$ cat src/rtl/slave_rx_frontend.sv
// slave_rx_frontend
// Bus-side receive front end for the I2C slave. Synchronises and glitch-filters
// raw SCL/SDA, detects START/STOP, and deserialises the address byte and any
// master-written data bytes.
//
// Ports:
//   fpga_clk         system clock, rising edge
//   slave_reset      asynchronous active-low reset
//   scl_in, sda_in   raw bus pin levels
//   slave_scl_sixt   filtered SCL (clocks the downstream slave FSM)
//   slave_start_bit  active-low START flag, held through the first SCL fall
//   slave_stop_det   one-cycle pulse on STOP
//   slave_addr_rcvd  last 7-bit address received
//   slave_rd_wr      R/W bit of the last address byte (1 = read)
//   slave_data_rcvd  last complete master-written data byte
//   slave_data_valid one-cycle pulse when slave_data_rcvd updates
//   slave_ack        SDA sampled at the most recent ACK-slot SCL rise
//   slave_busy       high between START and STOP
module slave_rx_frontend #(
    parameter int unsigned FILT_LEN = 3
) (
    input  logic       fpga_clk,
    input  logic       slave_reset,
    input  logic       scl_in,
    input  logic       sda_in,
    output logic       slave_scl_sixt,
    output logic       slave_start_bit,
    output logic       slave_stop_det,
    output logic [6:0] slave_addr_rcvd,
    output logic       slave_rd_wr,
    output logic [7:0] slave_data_rcvd,
    output logic       slave_data_valid,
    output logic       slave_ack,
    output logic       slave_busy
);

    localparam logic [3:0] FILT_MAX = 4'(FILT_LEN);

    typedef enum logic [2:0] {
        S_IDLE,
        S_ADDR,
        S_ADDR_ACK,
        S_DATA,
        S_DATA_ACK
    } bus_state_t;

    bus_state_t state, state_next;

    logic       scl_s1, scl_s2, sda_s1, sda_s2;
    logic       scl_filt, sda_filt, scl_d, sda_d;
    logic [3:0] scl_cnt, sda_cnt;
    logic [2:0] bit_cnt;
    logic [7:0] shift_reg;
    logic [7:0] shift_in;
    logic       scl_rise, scl_fall, sda_rise, sda_fall;
    logic       start_cond, stop_cond, last_bit;

    // Two-flop synchronisers; idle bus level is high, so they reset to 1.
    // NOTE: sequential state uses non-blocking assignments so every flop
    // samples pre-edge values and the chain behaves as a real shift register.
    always_ff @(posedge fpga_clk or negedge slave_reset) begin
        if (!slave_reset) begin
            scl_s1 <= 1'b1;
            scl_s2 <= 1'b1;
            sda_s1 <= 1'b1;
            sda_s2 <= 1'b1;
        end else begin
            scl_s1 <= scl_in;
            scl_s2 <= scl_s1;
            sda_s1 <= sda_in;
            sda_s2 <= sda_s1;
        end
    end

    // Glitch filters: a line flips only after FILT_LEN consecutive disagreeing
    // samples; any agreeing sample restarts the count.
    always_ff @(posedge fpga_clk or negedge slave_reset) begin
        if (!slave_reset) begin
            scl_filt <= 1'b1;
            scl_cnt  <= '0;
            sda_filt <= 1'b1;
            sda_cnt  <= '0;
        end else begin
            if (scl_s2 != scl_filt) begin
                if (scl_cnt == FILT_MAX - 4'd1) begin
                    scl_filt <= ~scl_filt;
                    scl_cnt  <= '0;
                end else begin
                    scl_cnt <= scl_cnt + 4'd1;
                end
            end else begin
                scl_cnt <= '0;
            end

            if (sda_s2 != sda_filt) begin
                if (sda_cnt == FILT_MAX - 4'd1) begin
                    sda_filt <= ~sda_filt;
                    sda_cnt  <= '0;
                end else begin
                    sda_cnt <= sda_cnt + 4'd1;
                end
            end else begin
                sda_cnt <= '0;
            end
        end
    end

    always_ff @(posedge fpga_clk or negedge slave_reset) begin
        if (!slave_reset) begin
            scl_d <= 1'b1;
            sda_d <= 1'b1;
        end else begin
            scl_d <= scl_filt;
            sda_d <= sda_filt;
        end
    end

    assign scl_rise = scl_filt & ~scl_d;
    assign scl_fall = ~scl_filt & scl_d;
    assign sda_rise = sda_filt & ~sda_d;
    assign sda_fall = ~sda_filt & sda_d;

    // SCL must be high now and in the previous cycle, so a coincident SCL edge
    // suppresses the condition.
    assign start_cond = scl_filt & scl_d & sda_fall;
    assign stop_cond  = scl_filt & scl_d & sda_rise;

    assign shift_in = {shift_reg[6:0], sda_filt};
    assign last_bit = (bit_cnt == 3'd7);

    always_ff @(posedge fpga_clk or negedge slave_reset) begin
        if (!slave_reset) state <= S_IDLE;
        else              state <= state_next;
    end

    // NOTE: every always_comb output gets a default first so no path can
    // leave it unassigned and infer a latch.
    always_comb begin
        state_next = state;
        if (start_cond) begin
            state_next = S_ADDR;
        end else if (stop_cond) begin
            state_next = S_IDLE;
        end else if (scl_rise) begin
            case (state)
                S_ADDR:     if (last_bit) state_next = S_ADDR_ACK;
                S_ADDR_ACK: state_next = S_DATA;
                S_DATA:     if (last_bit) state_next = S_DATA_ACK;
                S_DATA_ACK: state_next = S_DATA;
                default:    state_next = state;
            endcase
        end
    end

    // Datapath: shift register, bit counter and registered outputs.
    always_ff @(posedge fpga_clk or negedge slave_reset) begin
        if (!slave_reset) begin
            bit_cnt          <= '0;
            shift_reg        <= '0;
            slave_start_bit  <= 1'b1;
            slave_stop_det   <= 1'b0;
            slave_addr_rcvd  <= '0;
            slave_rd_wr      <= 1'b0;
            slave_data_rcvd  <= '0;
            slave_data_valid <= 1'b0;
            slave_ack        <= 1'b1;
        end else begin
            slave_stop_det   <= stop_cond;
            slave_data_valid <= 1'b0;

            // Held low from START until the first SCL fall so the FSM, which
            // runs on slave_scl_sixt, sees it at its first negedge.
            if (start_cond)
                slave_start_bit <= 1'b0;
            else if (stop_cond || scl_fall)
                slave_start_bit <= 1'b1;

            if (start_cond || stop_cond) begin
                bit_cnt   <= '0;
                shift_reg <= '0;
            end else if (scl_rise) begin
                case (state)
                    S_ADDR: begin
                        shift_reg <= shift_in;
                        bit_cnt   <= bit_cnt + 3'd1;
                        if (last_bit) begin
                            slave_addr_rcvd <= shift_in[7:1];
                            slave_rd_wr     <= shift_in[0];
                        end
                    end
                    S_ADDR_ACK, S_DATA_ACK: begin
                        slave_ack <= sda_filt;
                        bit_cnt   <= '0;
                        shift_reg <= '0;
                    end
                    S_DATA: begin
                        bit_cnt <= bit_cnt + 3'd1;
                        // On reads the master is not driving data: count only.
                        if (!slave_rd_wr) begin
                            shift_reg <= shift_in;
                            if (last_bit) begin
                                slave_data_rcvd  <= shift_in;
                                slave_data_valid <= 1'b1;
                            end
                        end
                    end
                    default: ;
                endcase
            end
        end
    end

    assign slave_scl_sixt = scl_filt;
    assign slave_busy     = (state != S_IDLE);

endmodule

$ cat config.mk
export PLATFORM = sky130hd
export DESIGN_NAME = slave_rx_frontend
export DESIGN_NICKNAME = d
export VERILOG_FILES = /design/src/rtl/slave_rx_frontend.sv
export SDC_FILE = /design/constraint.sdc
export NUM_CORES = 1
export LEC_CHECK = 0
export CAP_MARGIN = 20
export CORE_MARGIN = 2
export CORE_UTILIZATION = 49
export CTS_CLUSTER_DIAMETER = 150
export CTS_CLUSTER_SIZE = 14
export DETAILED_ROUTE_END_ITERATION = 12
export PLACE_DENSITY_LB_ADDON = 0.15
export SYNTH_ARGS = -nofsm -noshare
export SYNTH_HDL_FRONTEND = slang
export SYNTH_SLANG_ARGS = --single-unit
$ cat constraint.sdc
create_clock -name fpga_clk -period 1.9 [get_ports fpga_clk]
set_clock_uncertainty 0.1 [all_clocks]
set_input_delay 0.38 -clock fpga_clk [delete_from_list [all_inputs] [get_ports fpga_clk]]
set_output_delay 0.38 -clock fpga_clk [all_outputs]
set_load 0.1 [all_outputs]
* Word-level counts from Yosys, hierarchy flattened *
Index checks and enable logic that the tools add are counted.

word-level totals
  register bits after elaboration = 49
  input port bits = 4
  output and inout port bits = 22
  logic and storage cells = 91

operators by class
  mux-type cells = 24
  bitwise operators = 13
  add/sub/neg operators = 3
  reductions and logical operators = 19
  equality and inequality tests = 12

operators with widths
  operator               number
  $mux W3                7
  $mux W7                3
  $pmux W7 S3            1
  $mux W4                4
  $pmux W3 S3            1
  $reduce_bool A3 Y1     3
  $add A4 B1 Y4 const B  2
  $eq A4 B2 Y1 const B   2
  $ne A4 B4 Y1 const B   2
  $reduce_and A4 Y1      2
  $and A1 B1 Y1          7
  $mux W1                7
  $eq A3 B2 Y1 const B   2
  $eq A3 B3 Y1 const B   2
  $not A1 Y1             6
  $pmux W3 S2            1
  $reduce_and A2 Y1      3
  $reduce_and A3 Y1      2
  $reduce_and A5 Y1      1
  $reduce_bool A5 Y1     1
  $reduce_bool A2 Y1     2
  $reduce_bool A4 Y1     1
  $reduce_or A2 Y1       2
  $add A3 B1 Y3 const B  1
  other kinds (4)        6

* Logic depth before layout (Yosys ltp) *
Gate-level depths: netlist (run 1).

  depth in word-level cells = 6
  depth in mapped cells = 6
  gate-level depth less buffers = 6

* Worst setup path before layout (run 1) *
Ideal clock, no wire load.

  kind = reg2reg
  from = register scl_filt, in the netlist slave_scl_sixt
  to = register slave_data_rcvd[0]
  buffers on the path = 2
  setup time = 125 ps
  slack = -379 ps
  arrival time = 2053 ps
  data required time = 1675 ps
  stages on the path, launching flop included = 6
  clock period less this slack = 2279 ps
  cell sequence = dfstp_2 > buf_6 > nand3b_4 > or4_4 > buf_6 > mux2_4

between the ends
  longest elaborated chain between the ends = 5
  elaborated cells on any way between the ends = 7
  classes of those cells = bitwise: 5; reduce/logical: 2

RTL lines
  what                                    RTL line  text
  start: declaration                      50        logic scl_filt, sda_filt, scl_d, sda_d;
  start signal: assignment                86        scl_filt <= ~scl_filt;
  $and A1 B1 Y1                           125, 126
  $and A1 B1 Y1 (on tied branches)        125, 126
  $logic_or A1 B1 Y1                      178       if (start_cond || stop_cond) begin
  $not A1 Y1 (no source line)             -
  $reduce_and A5 Y1 (no source line) (*)  -
  end signal: assignment                  202       slave_data_rcvd <= shift_in;
  end: declaration                        31        output logic [7:0] slave_data_rcvd,

Every way passes the cells marked *; elsewhere a longest branch is shown, timed or not.
A chain may end at the register's enable or synchronous reset.

* Worst setup path after layout (run 1) *
  from = register state[2]
  to = output port slave_busy

between the ends
  longest elaborated chain between the ends = 1

RTL lines
  what                      RTL line  text
  start: declaration        47        bus_state_t state, state_next;
  start signal: assignment  133       else state <= state_next;
  $reduce_bool A3 Y1        214       assign slave_busy = (state != S_IDLE);
  end: declaration          34        output logic slave_busy

No other way between the ends.

==> results of run 1 <==
## where the power goes
part,leakage (nW),internal [mW],switching (mW)
logic,0.678,0.536,0.780
registers,0.641,1.26,0.181
clock network,0.0456,0.263,0.336
## cells in the mapped netlist (2+ instances only)
library cell,number
dfrtp_1,39
nor2_1,16
a21oi_1,15
nand2_1,15
mux2_2,11
dfstp_2,10
nand3_1,10
mux2_4,8
ha_1,7
inv_1,6
nand2b_1,5
xor2_1,5
clkbuf_1,4
o21ai_0,4
or3_1,3
buf_2,2
buf_6,2
nor3_1,2
xnor2_1,2
## path summary, 6_finish.rpt
| check | start | to | slack [ns] | depth (start not counted) |
|---|---|---|---|---|
| setup / recovery | state[2] | slave_busy | 0.01 | 3 |
| hold / removal | scl_s1 | scl_s2 | 0.26 | 0 |
| setup reg to reg | slave_scl_sixt | slave_data_rcvd[1] | 0.02 | 3 |
| hold reg to reg | scl_s1 | scl_s2 | 0.26 | 0 |
| max in group asynchronous | slave_reset | slave_rd_wr | 0.72 | 3 |
| min in group asynchronous | slave_reset | slave_stop_det | 0.47 | 2 |
## metal layers
layer / track usage / vias up / part of all wire
li1: - / 688 / -
met1: 0.227 / 719 / 0.43
met2: 0.292 / 26 / 0.52
met3: 0.0476 / 6 / 0.037
met4: 0.0513 / 0 / 0.012
met5: 0 / - / 0
## layout make-up
| type | instances | area [um2] | share of cell area |
|---|---|---|---|
| clock inverter | 2 | 13.8 | 0.00480 |
| clock buffer | 6 | 72.6 | 0.0253 |
| timing repair buffer | 39 | 589 | 0.205 |
| multi-input combinational | 117 | 857 | 0.299 |
| inverter | 7 | 26.3 | 0.00916 |
| sequential | 49 | 1240 | 0.434 |
| tap | 52 | 65.1 | 0.0227 |
## kinds of logic (layout without fill, tap and decap cells)
kind of cell               after synthesis  after routing  synth area share
muxes                                   19             19             0.113
xor gates and xnor gates                 7              7            0.0283
DFF                                     49             49             0.572
and+or+nand+nor                         57             57             0.133
AOI/OAI and AO/OA                       27             27            0.0757
buffers and inverters                   16             54            0.0376
adders and majority gates                7              7            0.0405
## through the flow
step / cell area (um2) / util
2_1_floorplan: 2180 / -
3_3_place_gp: 2730 / 0.636
3_5_place_dp: 2730 / 0.636
4_1_cts: 2860 / 0.666
5_1_grt: 2870 / 0.668
6_report: 2870 / 0.668
## placed cells by master (no fill, tap or decap), types with 2 or more instances in the layout
cell	n
ha_1	7
xnor2_1	2
nor2_1	16
buf_4	11
clkdlybuf4s50_1	2
o21ai_0	4
nand2_1	15
dfstp_2	9
xor2_1	5
nand3_1	10
nand2b_1	5
inv_1	6
dfrtp_1	37
or3_1	2
mux2_4	8
mux2_2	11
clkbuf_8	5
nor3_1	2
dfrtp_2	2
buf_12	23
a21oi_1	15
## worst register-to-register path, delay by kind of cell (launching register included)
kind,cells,cell delay (ns)
AND/OR/NAND/NOR,2,0.70
flip-flops,1,0.64
multiplexers,1,0.34
## repair_timing
item | in CTS | in global routing
hold endpoints to repair | 10 | 0
setup buffers | 4 | 0
hold buffers | 1 | 0
pin swaps | 1 | 1
gates resized for setup | 2 | 2
endpoints found under the setup margin | 1 | 19
==> qor.txt, run 1 <==
clock latency reported for the late side of the worst-skew pair: 0.30 ns
Initial Utilization: 0.504
final WL: 3950 um
max incr delay on CP: 0.41 ns
Crit path required time: 1.42 ns
critical path, cell by cell: buf_6 -> or3_4 -> buf_12
GPL Wtd Cong: 0.812
CP top delay family: flip-flops
Hold Vio Cnt, Final: 0
die area: 4970 um2
via count: 1439
Crit. End Element: output pin
crit start category: flop
largest net degree at the start of global routing: 30
initial antenna violation count: 0
CTS root buf: clkbuf_8
Final #Nets: 230
htree depth: 2
Antenna diodes: 0
Core Rows: 24
Core ar.: 4290 um2
Global Route Usage Sum: 0.177
Final Max Tran Viols: 0
Final Instance Count excl. Fillers: 272
PortBufs: 25
Slew headroom: 0.680
Syn Area/Cell: 11.9 um2
Finish-stage setup viols: 0
DRC: 0
RSZ-0062 raised after global routing: true
clock sink count: 49
Buf/Inv on CP: 2
#FFs+latches synth: 49
Crit path arrival time: 1.41 ns
hold_ws: 0.258 ns
worst vdd ir: 649 uV
GRT overflow: 0
Synthesized Nets: 193
drt pass-1 iters: 4
synth warn: 0
DP HPWL: 2940 um
fmax: 530 MHz
EDFF count, synth: 0
HP Class: reg -> reg
CTS tree: done
fraction of layout cells with a size suffix above 1: 0.373
register area share after synthesis: 0.572
Final min period: 1.89 ns
DRT antenna net count: 0
outcome: finished, final reports clean
slowest stage cell, crit path: dfrtp_1
total power: 3.36 mW
leading area contributor after synthesis: dfrtp_1
WS Path Type: reg -> out
Slew @ Worst Pin: 0.480 ns
Max Fanout on Critical Path: 2
pre-CTS setup slack: 0.0177 ns
CTS clock-pin slew for the worst setup and hold paths: 0.09 ns
Final WS setup: 0.0132 ns
Ports: 26
Final TNS setup: 0 ns
Leakage: 1.37 nW
Max-cap violations: 0
Syn Inst Count: 182
Async SR Flop Fraction: 1.00
chip height: 70.5 um
cell area after synthesis: 2160 um2
top cell type's share of synthesized area: 0.451
max reg flops: 8
initial DRC count: 63
Pwr Density: 1170 nW/um2
die width: 70.5 um
synth top area cells: dfrtp_1, dfstp_2, mux2_2, mux2_4, ha_1
DR WL/cell: 14.5 um
maximum clock insertion buffer count: 2
vias in the first global route: 1460
Inst Count DP: 259
Unique masters post-synth: 35
Filler Cells Inserted: 339
area grow syn2layout: 32.5%
ys flop type: dfrtp_1
crit share post-route: 0.993
CTS Buf Count: 5
Via-to-Cell Ratio: 5.29
first-pass GRT wire length: 6840 um
Power figures use the tool's default switching activity.
==> run 2, diff against run 1 <==
--- a/config.mk
+++ b/config.mk
@@ -15,3 +15,4 @@
 export SYNTH_ARGS = -nofsm -noshare
 export SYNTH_HDL_FRONTEND = slang
 export SYNTH_SLANG_ARGS = --single-unit
+export TNS_END_PERCENT = 10
==> qor.txt, run 2 (synthesis results as in run 1) <==
die area: 4970 um2
slowest stage cell, crit path: or4_4
clock sink count: 49
Antenna diodes: 0
Initial Utilization: 0.504
vias in the first global route: 1505
Final WS setup: 0.00656 ns
FF+latch area: 1240 um2
max reg flops: 8
via count: 1429
Hold Vio Cnt, Final: 0
largest net degree at the start of global routing: 26
Finish-stage setup viols: 0
Final #Nets: 228
Inst Count DP: 260
drt pass-1 iters: 4
Core ar.: 4290 um2
WS Path Type: reg -> reg
htree depth: 2
maximum clock insertion buffer count: 2
commonest non-fill, non-tap cell in the layout: dfrtp_1
area occupied by multi-input gates: 860 um2
die width: 70.5 um
Final Max Tran Viols: 0
fmax: 528 MHz
Filler Cells Inserted: 326
CTS root buf: clkbuf_8
DRT antenna net count: 0
GRT overflow: 0
clock latency reported for the late side of the worst-skew pair: 0.30 ns
most frequent cells in the layout: dfrtp_1, buf_12, nor2_1
Via-to-Cell Ratio: 5.29
pre-CTS setup slack: -0.0583 ns
reg2reg start: bit_cnt[0]
CTS Buf Count: 5
hold path start: sda_s1
Crit path required time: 1.99 ns
Max Fanout on Critical Path: 9
GPL Wtd Cong: 0.784
Global Route Usage Sum: 0.188
Final min period: 1.89 ns
Final Instance Count excl. Fillers: 270
Pwr Density: 1220 nW/um2
DR WL/cell: 15.0 um
CTS tree: done
worst vdd ir: 762 uV
Crit. End Element: flop
Crit path arrival time: 1.98 ns
Reg2Reg Depth: 5
PortBufs: 25
critical path, cell by cell: ha_2 -> ha_1 -> nand2b_1 -> or4_4 -> mux2_4
register-to-register setup slack: 0.007 ns
Slew headroom: 0.743
Slew @ Worst Pin: 0.386 ns
first-pass GRT wire length: 7250 um
Worst Hold Depth: 0
Core Rows: 24
outcome: finished, final reports clean
DP HPWL: 2950 um
area grow syn2layout: 32.7%
Ports: 26
CTS clock-pin slew for the worst setup and hold paths: 0.09 ns
final WL: 4050 um
DRC: 0
Max-cap violations: 0
WHS Endpoint: sda_s2
Setup crit start: bit_cnt[0]
chip height: 70.5 um
fraction of layout cells with a size suffix above 1: 0.372
Leakage: 1.36 nW
initial antenna violation count: 0
crit share post-route: 0.997
RR Endpoint: slave_data_rcvd[4]
initial DRC count: 75
HP Class: reg -> reg
crit start category: flop
max incr delay on CP: 0.55 ns
RSZ-0062 raised after global routing: true
-- run 2: what timing repair did --
item,4_1_cts,5_1_grt
buffers inserted,1,0
resized for setup,3,2
hold buffers,1,0
endpoints found under the setup margin,9,21
pin swaps,1,0
endpoints found under the hold margin,39,0
-- run 2: metal layers --
layer	GRT usage	up-vias	wire length [um]
li1	-	691	-
met1	0.243	713	1730
met2	0.313	21	2150
met3	0.0447	4	119
met4	0.0577	0	46
met5	0	-	0
-- run 2: worst max-delay path by stage --
stage / slack (ns) / end
floorplan: -0.22 / slave_data_rcvd[0]
global placement: 0.04 / slave_data_rcvd[4]
detailed placement: -0.06 / slave_data_rcvd[4]
CTS: 0.005 / slave_data_rcvd[4]
global route: -0.06 / slave_data_rcvd[5]
finish: 0.007 / slave_data_rcvd[4]
-- run 2: area by class of cell --
type                       count  area share
clock inverter                 2      0.0131
sequential                    49       0.433
clock buffer                   6      0.0287
tap                           52      0.0226
timing repair buffer          37       0.194
inverter                       7     0.00915
multi-input combinational    117       0.299
-- run 2: power by group --
| part | leakage, nW | total, mW | switching [mW] | internal (mW) |
|---|---|---|---|---|
| logic | 0.659 | 1.32 | 0.794 | 0.522 |
| clock network | 0.0574 | 0.770 | 0.342 | 0.428 |
| registers | 0.643 | 1.43 | 0.167 | 1.26 |
| total | 1.36 | 3.52 | 1.30 | 2.21 |
-- run 2: through the flow --
step	cell area, um2	util	hold WS [ns]	power (mW)	setup TNS [ns]
after CTS	2870	0.667	0.259	3.54	0
final	2870	0.669	0.256	3.52	0
after detailed placement	2720	0.633	0.247	2.73	-0.433
after global routing	2870	0.669	0.264	3.73	-0.596
after floorplan	2170	-	-0.0156	2.30	-3.13
after global placement	2720	0.633	0.246	2.67	0
-- run 2: worst max-delay path, delay by kind of cell, from the launching register on --
kind / cells / cell delay (ns)
fa+ha+maj: 2 / 0.35
flops: 1 / 0.40
mux: 1 / 0.34
simple gates: 2 / 0.61
==> run 3, diff against run 2 <==
--- a/config.mk
+++ b/config.mk
@@ -6,8 +6,10 @@
 export NUM_CORES = 1
 export LEC_CHECK = 0
 export CAP_MARGIN = 20
+export CELL_PAD_IN_SITES_DETAIL_PLACEMENT = 1
+export CELL_PAD_IN_SITES_GLOBAL_PLACEMENT = 2
 export CORE_MARGIN = 2
-export CORE_UTILIZATION = 49
+export CORE_UTILIZATION = 33
 export CTS_CLUSTER_DIAMETER = 150
 export CTS_CLUSTER_SIZE = 14
 export DETAILED_ROUTE_END_ITERATION = 12
==> qor.txt, run 3 (synthesis results as in run 1) <==
Slew @ Worst Pin: 0.642 ns
Hold Vio Cnt, Final: 0
Slew headroom: 0.572
Filler Cells Inserted: 660
Switching Share: 0.393
Antenna diodes: 0
max reg flops: 8
Core ar.: 6350 um2
fmax: 520 MHz
GRT Max-Usage Layer: met2
met2 Use GR: 0.244
critical path, cell by cell: nand3b_4 -> or4_4 -> mux2_4
worst vdd ir: 786 uV
Global Route Usage Sum: 0.147
Switch Pwr: 1.33 mW
Buf/Inv on CP: 0
slowest stage cell, crit path: dfstp_4
outcome: finished with violations
CTS root buf: clkbuf_8
failing checks: negative setup slack
vias in the first global route: 1617
RSZ-0062 raised after global routing: true
via count: 1469
CTS Buf Count: 5
first-pass GRT wire length: 8290 um
chip height: 85.0 um
Final #Nets: 230
area grow syn2layout: 33.5%
hold_ws: 0.259 ns
crit start category: flop
fraction of layout cells with a size suffix above 1: 0.359
Internal Power: 2.05 mW
most frequent cells in the layout: dfrtp_1, buf_12, nor2_1
Pwr Density: 1170 nW/um2
Crit path required time: 1.99 ns
PortBufs: 25
DP HPWL: 3560 um
WS Path Type: reg -> reg
clock latency reported for the late side of the worst-skew pair: 0.30 ns
Max Fanout on Critical Path: 9
Max-cap violations: 0
htree depth: 2
GPL Wtd Cong: 0.798
Crit. End Element: flop
Final WS setup: -0.0245 ns
initial DRC count: 36
Comb pwr share: 0.397
die width: 85.0 um
CTS tree: done
GRT overflow: 0
Ports: 26
DR WL/cell: 15.8 um
largest net degree at the start of global routing: 23
max incr delay on CP: 0.66 ns
final core utilization: 0.455
Leakage: 1.36 nW
Via-to-Cell Ratio: 4.95
die area: 7220 um2
met3 usage: 0.0350
drt pass-1 iters: 4
DRT antenna net count: 0
Core Rows: 29
sequential power share: 0.427
crit share post-route: 1.01
CTS clock-pin slew for the worst setup and hold paths: 0.09 ns
maximum clock insertion buffer count: 2
DRC: 0
HP Class: reg -> reg
Initial Utilization: 0.341
CP top delay family: simple AND/OR/NAND/NOR gates
initial antenna violation count: 0
Final min period: 1.92 ns
Finish-stage setup viols: 8
final WL: 4680 um
grt met1 use: 0.190
commonest non-fill, non-tap cell in the layout: dfrtp_1
Crit path arrival time: 2.01 ns
Clock Power Share: 0.176
clock sink count: 49
Final Max Tran Viols: 0
## run 3: cell count changes in the layout (fill, tap and decap cells not counted), sizes merged
cell,before,now
buf,34,36
bufinv,1,0
clkbuf,6,7
## run 3: power groups by stage
stage | combinational, mW | clock [mW] | sequential, mW
final | 1.34 | 0.597 | 1.44
after global routing | 1.45 | 0.672 | 1.48
after CTS | 1.36 | 0.624 | 1.45
after detailed placement | 1.31 | 0 | 1.49
after global placement | 1.27 | 0 | 1.46
after floorplan | 0.649 | 0 | 1.65
## run 3: worst paths after layout
kind | startpoint | endpoint | slack [ns] | depth (start not counted)
max in group asynchronous | slave_reset | sda_s1 | 0.70 | 3
setup reg to reg | slave_scl_sixt | slave_data_rcvd[6] | -0.02 | 3
hold reg to reg | sda_s1 | sda_s2 | 0.26 | 0
setup / recovery | slave_scl_sixt | slave_data_rcvd[6] | -0.02 | 3
min in group asynchronous | slave_reset | state[1] | 0.45 | 2
hold / removal | sda_s1 | sda_s2 | 0.26 | 0
## run 3: worst reg2reg max path: cells and delay by family, from the launching register on
family           cells  cell delay [ns]
muxes                1             0.34
DFF                  1             0.66
and+or+nand+nor      2             0.71
## run 3: stage by stage
| stage | total power, mW | setup TNS (ns) | area (um2) | setup slack (ns) | cells |
|---|---|---|---|---|---|
| 2_1_floorplan | 2.30 | -3.13 | 2170 | -0.217 | 182 |
| 3_3_place_gp | 2.73 | 0 | 2780 | 0.0455 | 287 |
| 3_5_place_dp | 2.79 | -0.118 | 2780 | -0.0170 | 287 |
| 4_1_cts | 3.43 | -0.215 | 2890 | -0.0312 | 297 |
| 5_1_grt | 3.60 | -0.619 | 2890 | -0.0817 | 297 |
| 6_report | 3.38 | -0.152 | 2890 | -0.0245 | 297 |
## run 3: timing repair
item,4_1_cts,5_1_grt
hold buffers,1,0
endpoints found under the hold margin,15,0
gates resized for setup,2,1
setup buffers,1,0
setup endpoints to repair,10,16
pin swaps,0,1
gates cloned,0,0
## run 3: routing by layer
layer | share of wire | up-vias
li1 | - | 690
met4 | 0.010 | 0
met5 | 0 | -
met3 | 0.030 | 5
met1 | 0.45 | 755
met2 | 0.51 | 19
## run 3: cell type report
type                    instances  area, um2  area share
flip-flops and latches         49       1240       0.430
multi-input cells             117        855       0.296
repair buffers                 39        586       0.203
well taps                      77       96.3      0.0333
clock buffers                   7       76.3      0.0264
inverters                       7       26.3     0.00909
clock inverters                 1       7.51     0.00260
